==> config.mk <==
export PLATFORM = sky130hd
export DESIGN_NAME = freq_meter_flat
export DESIGN_NICKNAME = d
export VERILOG_FILES = /design/src/rtl/freq_meter_pkg.sv /design/src/rtl/freq_meter_if.sv /design/src/rtl/freq_meter_sync_edge_detect.sv /design/src/rtl/freq_meter.sv /design/src/flat_wrapper.sv
export SDC_FILE = /design/constraint.sdc
export NUM_CORES = 1
export LEC_CHECK = 0
export BUFFER_PORTS_ARGS = -buffer_cell sky130_fd_sc_hd__buf_2
export CAP_MARGIN = 10
export CELL_PAD_IN_SITES_DETAIL_PLACEMENT = 0
export CELL_PAD_IN_SITES_GLOBAL_PLACEMENT = 1
export CORE_ASPECT_RATIO = 1.25
export CORE_MARGIN = 3
export CORE_UTILIZATION = 35
export CTS_BUF_LIST = sky130_fd_sc_hd__clkbuf_16
export DETAILED_ROUTE_END_ITERATION = 10
export PLACE_DENSITY_LB_ADDON = 0.25
export SLEW_MARGIN = 20
export SYNTH_ARGS = -nofsm -noshare
export SYNTH_HDL_FRONTEND = slang
export SYNTH_SLANG_ARGS = --single-unit
==> constraint.sdc <==
create_clock -name CLK100MHZ -period 2.5 [get_ports CLK100MHZ]
set_input_delay 0.5 -clock CLK100MHZ [delete_from_list [all_inputs] [get_ports CLK100MHZ]]
set_output_delay 0.5 -clock CLK100MHZ [all_outputs]
set_load 0.02 [all_outputs]
==> src/rtl/freq_meter_pkg.sv <==
// Shared types and constants for the gated frequency meter.
package freq_meter_pkg;

  typedef enum logic [1:0] {
    IDLE,
    SETTLE,
    MEASURE
  } state_t;

  localparam int unsigned SETTLE_CYCLES = 3;
  localparam int unsigned SYS_CLK_HZ    = 100_000_000;

endpackage

==> src/rtl/freq_meter_if.sv <==
// Control/result bundle of freq_meter. FREQ_METER_DUTY_EN adds high_count.
interface freq_meter_if #(
  parameter int unsigned CNT_W = 27
);

  logic             enable;
  logic             sig_in;
  logic [CNT_W-1:0] freq_count;
  logic             valid;
  logic             overflow;
  logic             busy;
`ifdef FREQ_METER_DUTY_EN
  logic [CNT_W-1:0] high_count;

  modport master (
    output enable, sig_in,
    input  freq_count, valid, overflow, busy, high_count
  );

  modport slave (
    input  enable, sig_in,
    output freq_count, valid, overflow, busy, high_count
  );
`else
  modport master (
    output enable, sig_in,
    input  freq_count, valid, overflow, busy
  );

  modport slave (
    input  enable, sig_in,
    output freq_count, valid, overflow, busy
  );
`endif

endinterface

==> src/rtl/freq_meter_sync_edge_detect.sv <==
// Two-flop synchronizer plus a third flop for rising-edge detection.
module sync_edge_detect (
  input  logic CLK100MHZ,
  input  logic CPU_RESETN,
  input  logic async_in,
  output logic sync_out,
  output logic rise_pulse
);

  logic s1, s2, s3;

  always_ff @(posedge CLK100MHZ or negedge CPU_RESETN) begin
    if (!CPU_RESETN) begin
      s1 <= 1'b0;
      s2 <= 1'b0;
      s3 <= 1'b0;
    end else begin
      s1 <= async_in;
      s2 <= s1;
      s3 <= s2;
    end
  end

  assign sync_out   = s2;
  assign rise_pulse = s2 & ~s3;

endmodule

==> src/rtl/freq_meter.sv <==
// Gated frequency counter: rising edges of sig_in over GATE_CYCLES clocks.
// Optional FREQ_METER_DUTY_EN also counts synchronized-high cycles per window.
module freq_meter
  import freq_meter_pkg::*;
#(
  parameter int unsigned GATE_CYCLES = 100_000_000,
  parameter int unsigned CNT_W       = 27
) (
  input  logic          CLK100MHZ,
  input  logic          CPU_RESETN,
  freq_meter_if.slave   bus
);

  localparam int unsigned      GW          = $clog2(GATE_CYCLES);
  localparam logic [GW-1:0]    GATE_LAST   = GW'(GATE_CYCLES - 1);
  localparam logic [1:0]       SETTLE_LAST = 2'(SETTLE_CYCLES - 1);

  state_t           state;
  logic [1:0]       settle_cnt;
  logic [GW-1:0]    gate_cnt;
  logic [CNT_W-1:0] edge_cnt, edge_next;
  logic             sat, sat_next, edge_at_max;
  logic [CNT_W-1:0] freq_q;
  logic             overflow_q, valid_q, busy_q;
  logic             sig_rise;

`ifdef FREQ_METER_DUTY_EN
  logic             sig_sync;
  logic [CNT_W-1:0] hi_cnt, hi_next, high_q;
`else
  logic             sync_unused;
`endif

  sync_edge_detect u_sync (
    .CLK100MHZ  (CLK100MHZ),
    .CPU_RESETN (CPU_RESETN),
    .async_in   (bus.sig_in),
`ifdef FREQ_METER_DUTY_EN
    .sync_out   (sig_sync),
`else
    .sync_out   (sync_unused),
`endif
    .rise_pulse (sig_rise)
  );

  // Next-count values include the current cycle's edge, so the final window
  // cycle is folded into the published result.
  always_comb begin
    edge_at_max = &edge_cnt;
    edge_next   = edge_at_max ? edge_cnt : edge_cnt + CNT_W'(sig_rise);
    sat_next    = sat | (edge_at_max & sig_rise);
`ifdef FREQ_METER_DUTY_EN
    hi_next     = (&hi_cnt) ? hi_cnt : hi_cnt + CNT_W'(sig_sync);
`endif
  end

  always_ff @(posedge CLK100MHZ or negedge CPU_RESETN) begin
    if (!CPU_RESETN) begin
      state      <= IDLE;
      settle_cnt <= '0;
      gate_cnt   <= '0;
      edge_cnt   <= '0;
      sat        <= 1'b0;
      freq_q     <= '0;
      overflow_q <= 1'b0;
      valid_q    <= 1'b0;
      busy_q     <= 1'b0;
`ifdef FREQ_METER_DUTY_EN
      hi_cnt     <= '0;
      high_q     <= '0;
`endif
    end else begin
      valid_q <= 1'b0;
      unique case (state)
        IDLE: begin
          if (bus.enable) begin
            state      <= SETTLE;
            settle_cnt <= '0;
            busy_q     <= 1'b1;
          end
        end
        SETTLE: begin
          if (!bus.enable) begin
            state  <= IDLE;
            busy_q <= 1'b0;
          end else if (settle_cnt == SETTLE_LAST) begin
            state    <= MEASURE;
            gate_cnt <= '0;
            edge_cnt <= '0;
            sat      <= 1'b0;
`ifdef FREQ_METER_DUTY_EN
            hi_cnt   <= '0;
`endif
          end else begin
            settle_cnt <= settle_cnt + 2'd1;
          end
        end
        MEASURE: begin
          if (gate_cnt == GATE_LAST) begin
            // Publish and restart in one cycle; the valid cycle is gate 0
            // of the next window.
            freq_q     <= edge_next;
            overflow_q <= sat_next;
            valid_q    <= 1'b1;
            gate_cnt   <= '0;
            edge_cnt   <= '0;
            sat        <= 1'b0;
`ifdef FREQ_METER_DUTY_EN
            high_q     <= hi_next;
            hi_cnt     <= '0;
`endif
            if (!bus.enable) begin
              state  <= IDLE;
              busy_q <= 1'b0;
            end
          end else if (!bus.enable) begin
            state  <= IDLE;
            busy_q <= 1'b0;
          end else begin
            gate_cnt <= gate_cnt + GW'(1);
            edge_cnt <= edge_next;
            sat      <= sat_next;
`ifdef FREQ_METER_DUTY_EN
            hi_cnt   <= hi_next;
`endif
          end
        end
        default: begin
          state  <= IDLE;
          busy_q <= 1'b0;
        end
      endcase
    end
  end

  assign bus.freq_count = freq_q;
  assign bus.overflow   = overflow_q;
  assign bus.valid      = valid_q;
  assign bus.busy       = busy_q;
`ifdef FREQ_METER_DUTY_EN
  assign bus.high_count = high_q;
`endif

endmodule

==> src/flat_wrapper.sv <==
// flat-port wrapper written by rule: the top's interface ports become plain ports
module freq_meter_flat import freq_meter_pkg::*;
#(
  parameter int unsigned GATE_CYCLES = 100_000_000,
  parameter int unsigned CNT_W       = 27
)
  (CLK100MHZ, CPU_RESETN, bus_enable, bus_sig_in, bus_freq_count, bus_valid, bus_overflow, bus_busy);
  freq_meter_if #(.CNT_W(CNT_W)) bus_i ();
  input  logic CLK100MHZ;
  input  logic CPU_RESETN;
  input wire logic [$bits(bus_i.enable)-1:0] bus_enable;
  input wire logic [$bits(bus_i.sig_in)-1:0] bus_sig_in;
  output wire logic [$bits(bus_i.freq_count)-1:0] bus_freq_count;
  output wire logic [$bits(bus_i.valid)-1:0] bus_valid;
  output wire logic [$bits(bus_i.overflow)-1:0] bus_overflow;
  output wire logic [$bits(bus_i.busy)-1:0] bus_busy;
  assign bus_i.enable = bus_enable;
  assign bus_i.sig_in = bus_sig_in;
  assign bus_freq_count = bus_i.freq_count;
  assign bus_valid = bus_i.valid;
  assign bus_overflow = bus_i.overflow;
  assign bus_busy = bus_i.busy;
  freq_meter #(.GATE_CYCLES(GATE_CYCLES), .CNT_W(CNT_W)) u_core (.CLK100MHZ(CLK100MHZ), .CPU_RESETN(CPU_RESETN), .bus(bus_i));
endmodule
## After elaboration in Yosys (flattened, before gate mapping)

Index checks and enable logic that the tools add are counted.

| operators by class | value |
|---|---|
| $add $sub $neg | 3 |
| equality and inequality tests | 12 |
| muxes and demuxes | 28 |
| bitwise logic cells | 4 |
| reductions and logical operators | 10 |

Operators by type and width:

| operator | count |
|---|---|
| 27-bit 2-to-1 mux | 7 |
| 27-bit case mux with 2 select lines | 2 |
| 27-bit by 1-bit adder with 27-bit output | 1 |
| 27-bit by 1-bit adder with 27-bit output, second input constant | 1 |
| 27-bit == test, second input constant | 1 |
| 27-bit AND reduction | 1 |
| 2-bit 2-to-1 mux | 7 |
| 2-bit inequality test, second input constant | 5 |
| 1-bit 2-to-1 mux | 8 |
| 4-bit AND reduction | 2 |
| 3-bit by 2-bit inequality test with 1-bit output, second input constant | 2 |
| 2-bit case mux with 3 select lines | 1 |
| 2-bit == test, second input constant | 2 |
| 1-bit case mux with 2 select lines | 2 |
| 2-bit case mux with 2 select lines | 1 |
| 2-bit AND reduction | 2 |
| 2-bit nonzero test | 2 |
| 3-bit AND reduction | 1 |
| 2-bit by 1-bit adder with 2-bit output, second input constant | 1 |
| 1-bit AND | 2 |
| 2-bit by 1-bit == test with 1-bit output, second input constant | 1 |
| 2-bit logical NOT | 1 |
| 2-bit by 1-bit inequality test with 1-bit output, second input constant | 1 |
| 2-bit OR reduction | 1 |
| 2 further kinds | 2 |

| storage, ports and cells | value |
|---|---|
| bits in registers | 92 |
| output and inout bits | 30 |

## Logic depth before layout (Yosys ltp)

Gate-level depths: netlist of the first run.

| logic depth | value |
|---|---|
| depth after elaboration | 7 |
| depth in mapped cells | 10 |
| gate-level depth less buffers | 8 |

## Modules after synthesis

A second synthesis of the first run with hierarchy kept.

| unflattened totals | value |
|---|---|
| cells, all modules | 525 |
| area, all modules | 4769.6 um2 |

By module, submodules not included:

| module | times used | cells each | area an instance (um2) | seq. area each (um2) |
|---|---|---|---|---|
| freq_meter | 1 | 521 | 4680.7 | 2227.1 |
| sync_edge_detect | 1 | 4 | 88.8 | 75.1 |

## Worst setup path before layout of the first run

Ideal clock, no wire load.

| path | value |
|---|---|
| path type | register to register |
| from | reg u_core.gate_cnt[0] |
| to | reg u_core.gate_cnt[24] |
| setup time | 0.069 ns |
| data arrival time | 2.204 ns |
| required time | 2.431 ns |
| slack | 0.227 ns |
| cell stages (with the launch flop) | 8 |
| path through | dfrtp_1 ha_1 nand3_2 or4_1 buf_2 or4_4 or3_1 nand3_1 |

| on the way | value |
|---|---|
| word-level cells in the longest chain between the ends | 4 |
| elaborated cells between the ends (all ways) | 7 |
| classes of those cells | add/sub: 1; eq/ne: 2; mux: 3; reduce/logical: 1 |

RTL lines:

| what | RTL line | RTL |
|---|---|---|
| from (decl) | freq_meter.sv:20 | `logic [GW-1:0] gate_cnt;` |
| from (signal assigned) | freq_meter.sv:120 | `gate_cnt <= gate_cnt + GW'(1);` |
| 27-bit by 1-bit adder with 27-bit output | freq_meter.sv:120 |  |
| 27-bit 2-to-1 mux | freq_meter.sv:116 | `end else if (!bus.enable) begin` |
| 27-bit 2-to-1 mux | freq_meter.sv:99 | `if (gate_cnt == GATE_LAST) begin` |
| 27-bit case mux with 2 select lines | freq_meter.sv:74 | `unique case (state)` |

Several ways; a longest one is shown, not always the timed one. The select of a mux whose other input is x is not followed.
A chain may end at the register's enable or synchronous reset.

## Worst setup path in the final report of the first run

| path | value |
|---|---|
| from | reg u_core.u_sync.s2 (netlist: u_core.u_sync.sync_out) |
| to | reg u_core.freq_q[20] (netlist: u_core.bus.freq_count[20]) |

| on the way | value |
|---|---|
| word-level cells in the longest chain between the ends | 3 |

RTL lines:

| what | RTL line | RTL |
|---|---|---|
| from (decl) | freq_meter_sync_edge_detect.sv:10 | `logic s1, s2, s3;` |
| from (signal assigned) | freq_meter_sync_edge_detect.sv:15 | `s2 <= 1'b0;` |
| from (signal assigned) | freq_meter_sync_edge_detect.sv:19 | `s2 <= s1;` |
| 1-bit AND | freq_meter_sync_edge_detect.sv:25 | `assign rise_pulse = s2 & ~s3;` |
| 27-bit by 1-bit adder with 27-bit output | freq_meter.sv:50 | `edge_next = edge_at_max ? edge_cnt : edge_cnt + CNT_W'(sig_rise);` |
| 27-bit 2-to-1 mux | freq_meter.sv:50 |  |
| to (signal assigned) | freq_meter.sv:102 | `freq_q <= edge_next;` |
| to (decl) | freq_meter.sv:23 | `logic [CNT_W-1:0] freq_q;` |

No other way between the ends.

==> metrics.txt, run 1 <==
CP Capture Type=flop; post-place setup slack=0.0884 ns; Die Area=0.0172 mm2; chip width=~120 um; Synth area leaders=dfrtp_1 42%, nand3_1 5.5%, o21ai_0 3.6%, nand2_1 3.4%, and3_1 3.1%; period utilisation layout=0.946; Worst-path clk slew=0.07 ns; initial antenna violation count=0; CP required=2.77 ns; GPL Wtd Cong=0.886; Tmin final=2.36 ns; Total Wirelength=about 17 mm; PortBufs=33; Setup WS post-layout=0.135 ns; total number of vias=5111; RSZ-0062 raised after global routing=no; syn_nets=624; fmax=approximately 420 MHz; met2 usage=0.335; clock power share=0.378; total track usage=0.192; mapped cell area=0.00549 mm2; Post-synth EDFFs=0; CTS Root Cell=clkbuf_16; internal power=2.74 mW; Detailed Route Iter0 Violations=390; antenna cells=0; Main synth FF type=dfrtp_1; Initial Utilization=0.362; Post-Syn Instances=613; WHS=roughly 0.11 ns; Post-route DRC=0; part of the power in registers=0.446; # rows=50; cts hold-fix bufs=0; largest net degree at the start of global routing=38; dpl hpwl=11.5 mm; Core Box Area=0.0151 mm2; GRT overflow=0; actual slew at the worst max-slew pin=0.859 ns; Clock Sinks=92; Top Usage Layer GRT=met2; Max Cap Violations=0; Final nets=672; Max transition margin=0.425; CTS HTree Levels=3; cell total after placement=between 800 and 900; leading area contributor after synthesis=dfrtp_1; status=completed; Avg Cell Area, Syn=8.95 um2; Switch Pwr=1.17 mW; Max VDD drop=between 0.3 and 0.4 mV; number of global-route vias before repair=5065; top cell type's share of synthesized area=0.420; drt first pass iters=5; clk buf depth=2; total CTS buffers=9; setup violators final=0; combinational share of power=0.177; crit path DAT=2.64 ns; GRT met3 Usage=0.0315; setup tns final=0 ns; crit path max fanout=4; register bit count reported by yosys=92; register area share after synthesis=0.420; met1 GRT Util=0.231; Clk Latency, worst-skew pair=approximately 0.35 ns; first-pass GRT wire length=around 27 mm; Sw Ratio=0.299; die height=146 um; Fin. Hold Viols=0; Setup Skew=0.0122 ns; drt via density=roughly 6; nature of the critical path startpoint=flop; synth unique cells=71; Setup CP Type=reg2reg; Syn. warnings=0; ANT nets after route=0; Post-Layout Cell Count=874; P per Cell Area=about 600 mW/mm2; wire per inst=18.9 um; Layout area overhead=17.5%; Slew Limit Fails=0; Hold WC Path Type=in2async; layout cells sized above 1=0.173; LEAKAGE=about 2.9 nW; fraction of registers with async set/reset=1.00; CTS tree=yes; io pins=34
## cell type report
type,instances,area (um2)
fill,1536,8690
multi-input combinational,467,2970
sequential,92,2300
timing repair buffer,79,563
tap,208,260
clock buffer,9,225
clock inverter,7,82.6
inverter,12,45.0
## cell usage after synthesis, types with 10 or more instances
| cell type | instances |
|---|---|
| dfrtp_1 | 92 |
| nand3_1 | 60 |
| nand2_1 | 50 |
| o21ai_0 | 39 |
| nor2_1 | 31 |
| and3_1 | 27 |
| clkbuf_1 | 26 |
| nor3_1 | 25 |
| nand4_1 | 22 |
| a31oi_1 | 21 |
| or3_1 | 20 |
| o211ai_1 | 17 |
| and4_1 | 11 |
| inv_1 | 11 |
| a21oi_1 | 10 |
| or4_1 | 10 |
## sequential cells by signal, summed over array words and instances (netlist names)
register                count
u_core.bus.overflow         1
u_core.sat                  1
u_core.edge_cnt            27
u_core.u_sync.sync_out      1
u_core.state                2
u_core.settle_cnt           2
u_core.u_sync.s3            1
u_core.u_sync.s1            1
u_core.bus.busy             1
u_core.bus.valid            1
u_core.gate_cnt            27
u_core.bus.freq_count      27
## routing by layer
| metal | up-vias | part of all wire |
|---|---|---|
| li1 | 2437 | - |
| met1 | 2506 | 0.42 |
| met2 | 135 | 0.51 |
| met3 | 33 | 0.043 |
| met4 | 0 | 0.031 |
| met5 | - | 0 |
## worst max-delay path, cell delays in order (launching register included)
cell and delay [ns]:
dfrtp_1 0.34, nor2b_1 0.21, ha_1 0.25, ha_1 0.22, and3_1 0.24, nand2_1 0.13, or3_1 0.41, or3_1 0.33
a31oi_1 0.17
## cell usage in the layout (no fill, tap or decap), drive strengths merged, types with 13 or more instances in the layout
cell type,count
dfrtp,92
buf,79
nand3,61
nand2,50
o21ai,40
nor2,31
and3,28
nor3,25
nand4,23
a31oi,21
or3,21
o211ai,17
inv,13
## metrics by stage
stage               power (mW)  instance area, um2   util
CTS                       3.94                6420  0.424
global placement          2.42                6110  0.404
floorplan                 2.16                5490      -
finish                    3.91                6440  0.426
detailed placement        2.45                6110  0.404
global route              4.09                6440  0.426
## repair_timing
item | CTS | global route
buffers inserted | 0 | 0
resized for setup | 0 | 5
endpoints found under the setup margin | 0 | 7
## cell families (layout without fill, tap and decap cells)
logic type,count (synthesis),in the layout,synth area share
buffers and inverters,54,107,0.0454
and+or+nand+nor,298,298,0.306
adders and majority gates,7,7,0.0160
xor gates and xnor gates,8,8,0.0128
muxes,7,7,0.0128
DFF,92,92,0.420
AOI/OAI and AO/OA,147,147,0.187
## final timing paths
path / startpoint / endpoint / slack [ns] / cells after the start
worst max register to register: u_core.u_sync.sync_out / u_core.bus.freq_count[20] / 0.14 / 8
worst max-delay path: u_core.u_sync.sync_out / u_core.bus.freq_count[20] / 0.14 / 8
worst min-delay path: CPU_RESETN / u_core.bus.freq_count[21] / 0.11 / 1
min in group CLK100MHZ: bus_sig_in / u_core.u_sync.s1 / 0.26 / 1
worst min register to register: u_core.u_sync.sync_out / u_core.u_sync.s3 / 0.37 / 0
max in group asynchronous: CPU_RESETN / u_core.gate_cnt[26] / 1.76 / 2
## power by group through the flow
stage               registers, mW  clock network, mW  logic, mW
CTS                          1.74               1.51      0.693
finish                       1.74               1.48      0.691
global route                 1.76               1.57      0.761
detailed placement           1.76                  0      0.692
global placement             1.75                  0      0.666
floorplan                    1.74                  0      0.426
Note: power is estimated with default switching activity, not from simulation.
==> run 2: changes to the inputs <==
--- a/config.mk
+++ b/config.mk
@@ -18,4 +18,5 @@
 export SLEW_MARGIN = 20
 export SYNTH_ARGS = -nofsm -noshare
 export SYNTH_HDL_FRONTEND = slang
+export SYNTH_HIERARCHICAL = 1
 export SYNTH_SLANG_ARGS = --single-unit
==> run 2 against run 1 <==
Compared with the run above: sequential share of layout area is 4.5 points higher; first-iteration DRC count is 55% lower; setup slack worse by 0.059 ns; clock-buffer cell count stayed put; highest routed layer unchanged.
==> metrics.txt, run 2 <==
synth unique cells=50 (-30%); cell total after placement=738 (-14%); launching point of the worst reg2reg path=u_core/gate_cnt[10]; Total Wirelength=11.7 mm (-29%); LEAKAGE=2.44 nW (-15%); Main synth FF type=dfrtp_1; reg2reg end=u_core/gate_cnt[23]; antenna cells=0 (unchanged); period utilisation layout=0.970 (+0.0236); layout cells sized above 1=0.193 (+0.0205); first-pass GRT wire length=19.6 mm (-26%); die height=137 um (-6.5%); setup tns final=0 ns (unchanged); Worst Reg-to-Reg Cells=6 (-2); Post-synth EDFFs=0 (unchanged); most common cell after layout, fill and taps aside=dfrtp_1; drt first pass iters=4 (-1); crit path max fanout=6 (+2); Post-Syn Instances=525 (-14%); PortBufs=33 (unchanged); wire per inst=15.4 um (-18%); ANT nets after route=0 (unchanged); total number of vias=3957 (-23%); fraction of registers with async set/reset=1.00 (unchanged); Max VDD drop=0.390 mV (+22%); CP required=2.76 ns (about the same); syn_nets=536 (-14%); number of global-route vias before repair=3935 (-22%); CTS Root Cell=clkbuf_16; top cell type's share of synthesized area=0.483 (+0.0631); Avg Cell Area, Syn=9.08 um2 (+1.5%); register bit count reported by yosys=92 (unchanged); actual slew at the worst max-slew pin=0.572 ns (-0.287 ns); most numerous cell in the Yosys netlist=dfrtp_1; Synth area leaders=dfrtp_1 48%, o21ai_0 6.1%, nand2_1 5.1%, xnor2_1 4.6%, a21oi_1 3.6%; Detailed Route Iter0 Violations=177 (-55%); Clk Latency, worst-skew pair=0.34 ns (about the same); drt via density=5.23 (-10%); GPL Wtd Cong=0.813 (-8.3%); Worst-path clk slew=0.07 ns (about the same); io pins=34 (unchanged); Max transition margin=0.618 (+0.194); Util after Layout=0.431 (+0.00520); CP Capture Type=flop; Slew Limit Fails=0 (unchanged); Post-route DRC=0 (unchanged); Max Cap Violations=0 (unchanged); Core Box Area=0.0133 mm2 (-12%); CTS HTree Levels=3 (unchanged); worst setup path endpoint=u_core/gate_cnt[23]; Initial Utilization=0.359 (-0.00352); leading area contributor after synthesis=dfrtp_1; Fin. Hold Viols=0 (unchanged); post-place setup slack=0.0244 ns (-0.0640 ns); chip width=110 um (-6.4%); Setup WS post-layout=0.0759 ns (-0.0591 ns); fmax=413 MHz (-2.4%); nature of the critical path startpoint=flop; Setup Skew=0.00828 ns (-0.00393 ns); register area share after synthesis=0.483 (+0.0631); CTS tree=yes; setup violators final=0 (unchanged); Final nets=593 (-12%); total track usage=0.160 (-0.0320); Setup CP Type=reg2reg; Die Area=0.0151 mm2 (-12%); CP Launch Point=u_core/gate_cnt[10]; Tmin final=2.42 ns (+0.0591 ns); Layout area overhead=20.1%; P per Cell Area=626 mW/mm2 (+3.3%); worst reg2reg setup slack=0.08 ns (-0.06 ns); total CTS buffers=9 (unchanged); GRT overflow=0 (unchanged); Hold WC Path Type=in2async; status=completed; largest net degree at the start of global routing=58 (+53%); Syn. warnings=6 (+6); crit path DAT=2.68 ns (+0.04 ns); dpl hpwl=8.06 mm (-30%); Clock Sinks=92 (unchanged); Power Total=3.59 mW (-8.2%); clk buf depth=2 (unchanged); most frequent cells in the layout=91 x dfrtp_1, 64 x nand2_1, 58 x o21ai_0; # rows=47 (-6.0%); Post-Layout Cell Count=756 (-14%); cts hold-fix bufs=0 (unchanged); mapped cell area=0.00477 mm2 (-13%); Synth top cells by count=92 x dfrtp_1, 65 x nand2_1, 58 x o21ai_0, 34 x a21oi_1, 31 x nor2_1; initial antenna violation count=0 (unchanged)
## run 2: changes by cell type in the layout (fill, tap and decap cells not counted), sizes merged, moves of 10 or more
| cell | before | now |
|---|---|---|
| a21oi | 10 | 34 |
| and3 | 28 | 7 |
| o211ai | 17 | 0 |
| o21ai | 40 | 58 |
| xor2 | 2 | 12 |
| nand3 | 61 | 21 |
| xnor2 | 6 | 25 |
| nor3 | 25 | 14 |
| nand2 | 50 | 65 |
## run 2: area by class of cell
class | instances | area [um2]
flip-flops and latches | 92 | 2300
inverters | 15 | 56.3
fillers | 1378 | 7560
repair buffers | 74 | 500
clock buffers | 9 | 225
well taps | 171 | 214
multi-input cells | 390 | 2370
clock inverters | 5 | 55.1
## run 2: power breakdown
group / total (mW) / internal, mW / switching, mW / leakage [nW]
sequential: 1.69 / 1.59 / 0.0960 / 1.27
combinational: 0.563 / 0.247 / 0.316 / 1.04
clock: 1.34 / 0.761 / 0.575 / 0.133
total: 3.59 / 2.60 / 0.987 / 2.44
## run 2: cells by family after synthesis
kind of cell	count (synthesis)	share of synthesized area
compound gates	133	0.162
xor+xnor	37	0.0679
fa+ha+maj	7	0.0184
buf+inv	43	0.0349
flops	92	0.483
mux	4	0.00892
simple gates	209	0.226
## run 2: per-layer routing
layer	track usage	share of wire
met1	0.193	0.45
met3	0.0296	0.026
met2	0.287	0.51
met5	0	0
met4	0.0541	0.019
## run 2: metrics by stage
step                      instance area, um2  hold slack (ns)
final                                   5730            0.155
after global routing                    5730            0.187
after CTS                               5640            0.172
after detailed placement                5360            0.340
after global placement                  5360            0.344
after floorplan                         4770            0.204
## run 2: timing repair
item                       CTS  global route
gates resized for setup      0            13
setup buffers                0             4
setup endpoints to repair    0            23
## run 2: worst min path at each step
stage	slack, ns	cells past startpoint	to	start
after floorplan	0.20	0	u_core/bus.busy	CPU_RESETN
after detailed placement	0.34	0	u_core/u_sync/sync_out	u_core/u_sync/s1
after CTS	0.17	1	u_core/bus.valid	CPU_RESETN
after global placement	0.34	0	u_core/u_sync/sync_out	u_core/u_sync/s1
final	0.15	1	u_core/bus.valid	CPU_RESETN
after global routing	0.19	1	u_core/bus.freq_count[17]	CPU_RESETN
## run 2: critical path: stages (launching register included)
cell and delay, ns:
dfrtp_1 0.40, nor4_2 0.28, nand4_1 0.18, o41a_1 0.46
or4b_4 0.52, or3_1 0.34, a21oi_2 0.17
==> run 3: changes to the inputs <==
--- a/config.mk
+++ b/config.mk
@@ -7,13 +7,14 @@
 export LEC_CHECK = 0
 export BUFFER_PORTS_ARGS = -buffer_cell sky130_fd_sc_hd__buf_2
 export CAP_MARGIN = 10
-export CELL_PAD_IN_SITES_DETAIL_PLACEMENT = 0
-export CELL_PAD_IN_SITES_GLOBAL_PLACEMENT = 1
+export CELL_PAD_IN_SITES_DETAIL_PLACEMENT = 1
+export CELL_PAD_IN_SITES_GLOBAL_PLACEMENT = 2
 export CORE_ASPECT_RATIO = 1.25
 export CORE_MARGIN = 3
 export CORE_UTILIZATION = 35
 export CTS_BUF_LIST = sky130_fd_sc_hd__clkbuf_16
 export DETAILED_ROUTE_END_ITERATION = 10
+export HOLD_SLACK_MARGIN = 0.06
 export PLACE_DENSITY_LB_ADDON = 0.25
 export SLEW_MARGIN = 20
 export SYNTH_ARGS = -nofsm -noshare
==> run 3 against run 2 <==
Compared with the run above: power up 4.0%; register-to-register slack about the same; first-iteration DRC count down 30%; sequential share of layout area down 0.42 points; global-route usage up 1.7 points; non-clock buffer count up 5; worst hold slack worse by 0.075 ns; clock skew up 0.0023 ns; setup slack worse by 0.0068 ns; sequential cell count unchanged.
==> metrics.txt, run 3 (synthesis gave the netlist of run 2 again) <==
status=completed; filler cell count=1568 (+14%); launching point of the worst reg2reg path=u_core/state[1]; number of global-route vias before repair=4236 (+7.6%); most common cell after layout, fill and taps aside=dfrtp_1; first-pass GRT wire length=21.7 mm (+11%); CTS HTree Levels=3 (unchanged); actual slew at the worst max-slew pin=0.431 ns (-0.142 ns); layout cells sized above 1=0.194 (+0.00109); Fin. Hold Viols=0 (unchanged); drt via density=5.34 (+2.1%); Setup CP Type=reg2reg; GRT overflow=0 (unchanged); io pins=34 (unchanged); design area=0.00578 mm2 (+1.0%); CTS Root Cell=clkbuf_16; Detailed Route Iter0 Violations=124 (-30%); Max Cap Violations=0 (unchanged); Total Wirelength=12.9 mm (+11%); Core Box Area=0.0133 mm2 (unchanged); Layout area overhead=21.3%; dpl hpwl=9.19 mm (+14%); PortBufs=33 (unchanged); setup violators final=0 (unchanged); Max VDD drop=0.354 mV (-9.2%); chip width=110 um (unchanged); cts hold-fix bufs=0 (unchanged); Setup Skew=0.0105 ns (+0.00227 ns); LEAKAGE=2.49 nW (+2.0%); crit path DAT=2.70 ns (+0.02 ns); Max transition margin=0.710 (+0.0913); initial antenna violation count=0 (unchanged); Hold WC Path Type=in2async; Post-route DRC=0 (unchanged); crit path max fanout=6 (unchanged); Slew Limit Fails=0 (unchanged); Clock Sinks=92 (unchanged); Die Area=0.0151 mm2 (unchanged); Tmin final=2.43 ns (+0.00677 ns); ANT nets after route=0 (unchanged); Initial Utilization=0.359 (unchanged); largest net degree at the start of global routing=58 (unchanged); Final nets=598 (+0.84%); WHS=0.0799 ns (-0.0750 ns); CP Capture Type=flop; nature of the critical path startpoint=flop; # rows=47 (unchanged); fmax=411 MHz (-0.28%); total number of vias=4076 (+3.0%); CP Launch Point=u_core/state[1]; wire per inst=16.9 um (+9.5%); drt first pass iters=4 (unchanged); clk buf depth=2 (unchanged); total track usage=0.177 (+0.0173); GPL Wtd Cong=0.818 (+0.64%); CP required=2.77 ns (about the same); die height=137 um (unchanged); P per Cell Area=645 mW/mm2 (+3.0%); total CTS buffers=9 (unchanged); most frequent cells in the layout=92 x dfrtp_1, 64 x nand2_1, 58 x o21ai_0; antenna cells=0 (unchanged); Worst-path clk slew=0.07 ns (about the same); Clk Latency, worst-skew pair=0.34 ns (about the same); area post-placement=0.00538 mm2 (+0.51%); period utilisation layout=0.972 (+0.00271); CTS tree=yes
[run 3: layer usage]
metal | track usage | part of all wire
met5 | 0 | 0
met4 | 0.0575 | 0.019
met3 | 0.0314 | 0.023
met2 | 0.326 | 0.53
met1 | 0.209 | 0.43
[run 3: critical path, stage by stage, from the launching register on]
cell	delay, ns
dfrtp_1	0.40
inv_1	0.09
ha_1	0.22
nand2b_2	0.24
o41a_1	0.40
or4b_4	0.53
or3_1	0.34
a21oi_2	0.15
[run 3: worst paths after layout]
kind	to	slack [ns]	depth (start not counted)
setup / recovery	u_core/gate_cnt[25]	0.07	7
hold / removal	u_core/bus.valid	0.08	1
setup reg to reg	u_core/gate_cnt[25]	0.07	7
hold reg to reg	u_core/u_sync/sync_out	0.38	0
max in group asynchronous	u_core/edge_cnt[22]	1.69	2
min in group CLK100MHZ	u_core/u_sync/s1	0.27	1
[run 3: final cells by class]
class / instances / area, um2 / share of cell area
inverters: 15 / 56.3 / 0.00973
clock buffers: 9 / 225 / 0.0389
multi-input cells: 390 / 2340 / 0.405
flip-flops and latches: 92 / 2300 / 0.398
repair buffers: 79 / 551 / 0.0952
well taps: 171 / 214 / 0.0370
clock inverters: 7 / 92.6 / 0.0160
[run 3: through the flow]
stage | setup TNS [ns] | cells | utilization | power (mW) | worst slack [ns]
finish | 0 | 763 | 0.435 | 3.73 | 0.0692
global route | -0.0568 | 763 | 0.435 | 3.94 | -0.0214
CTS | 0 | 756 | 0.429 | 3.80 | 0.0205
detailed placement | 0 | 740 | 0.405 | 2.29 | 0.0383
global placement | 0 | 740 | 0.405 | 2.25 | 0.109
floorplan | 0 | 525 | - | 2.04 | 0.0559
[run 3: timing repair]
action,4_1_cts,5_1_grt
setup buffers,0,7
gates resized for setup,0,7
setup endpoints to repair,0,10
[run 3: power by group]
part	switching (mW)	internal, mW	leakage (nW)
combinational	0.335	0.255	1.07
clock	0.588	0.873	0.154
sequential	0.0895	1.59	1.27
total	1.01	2.72	2.49
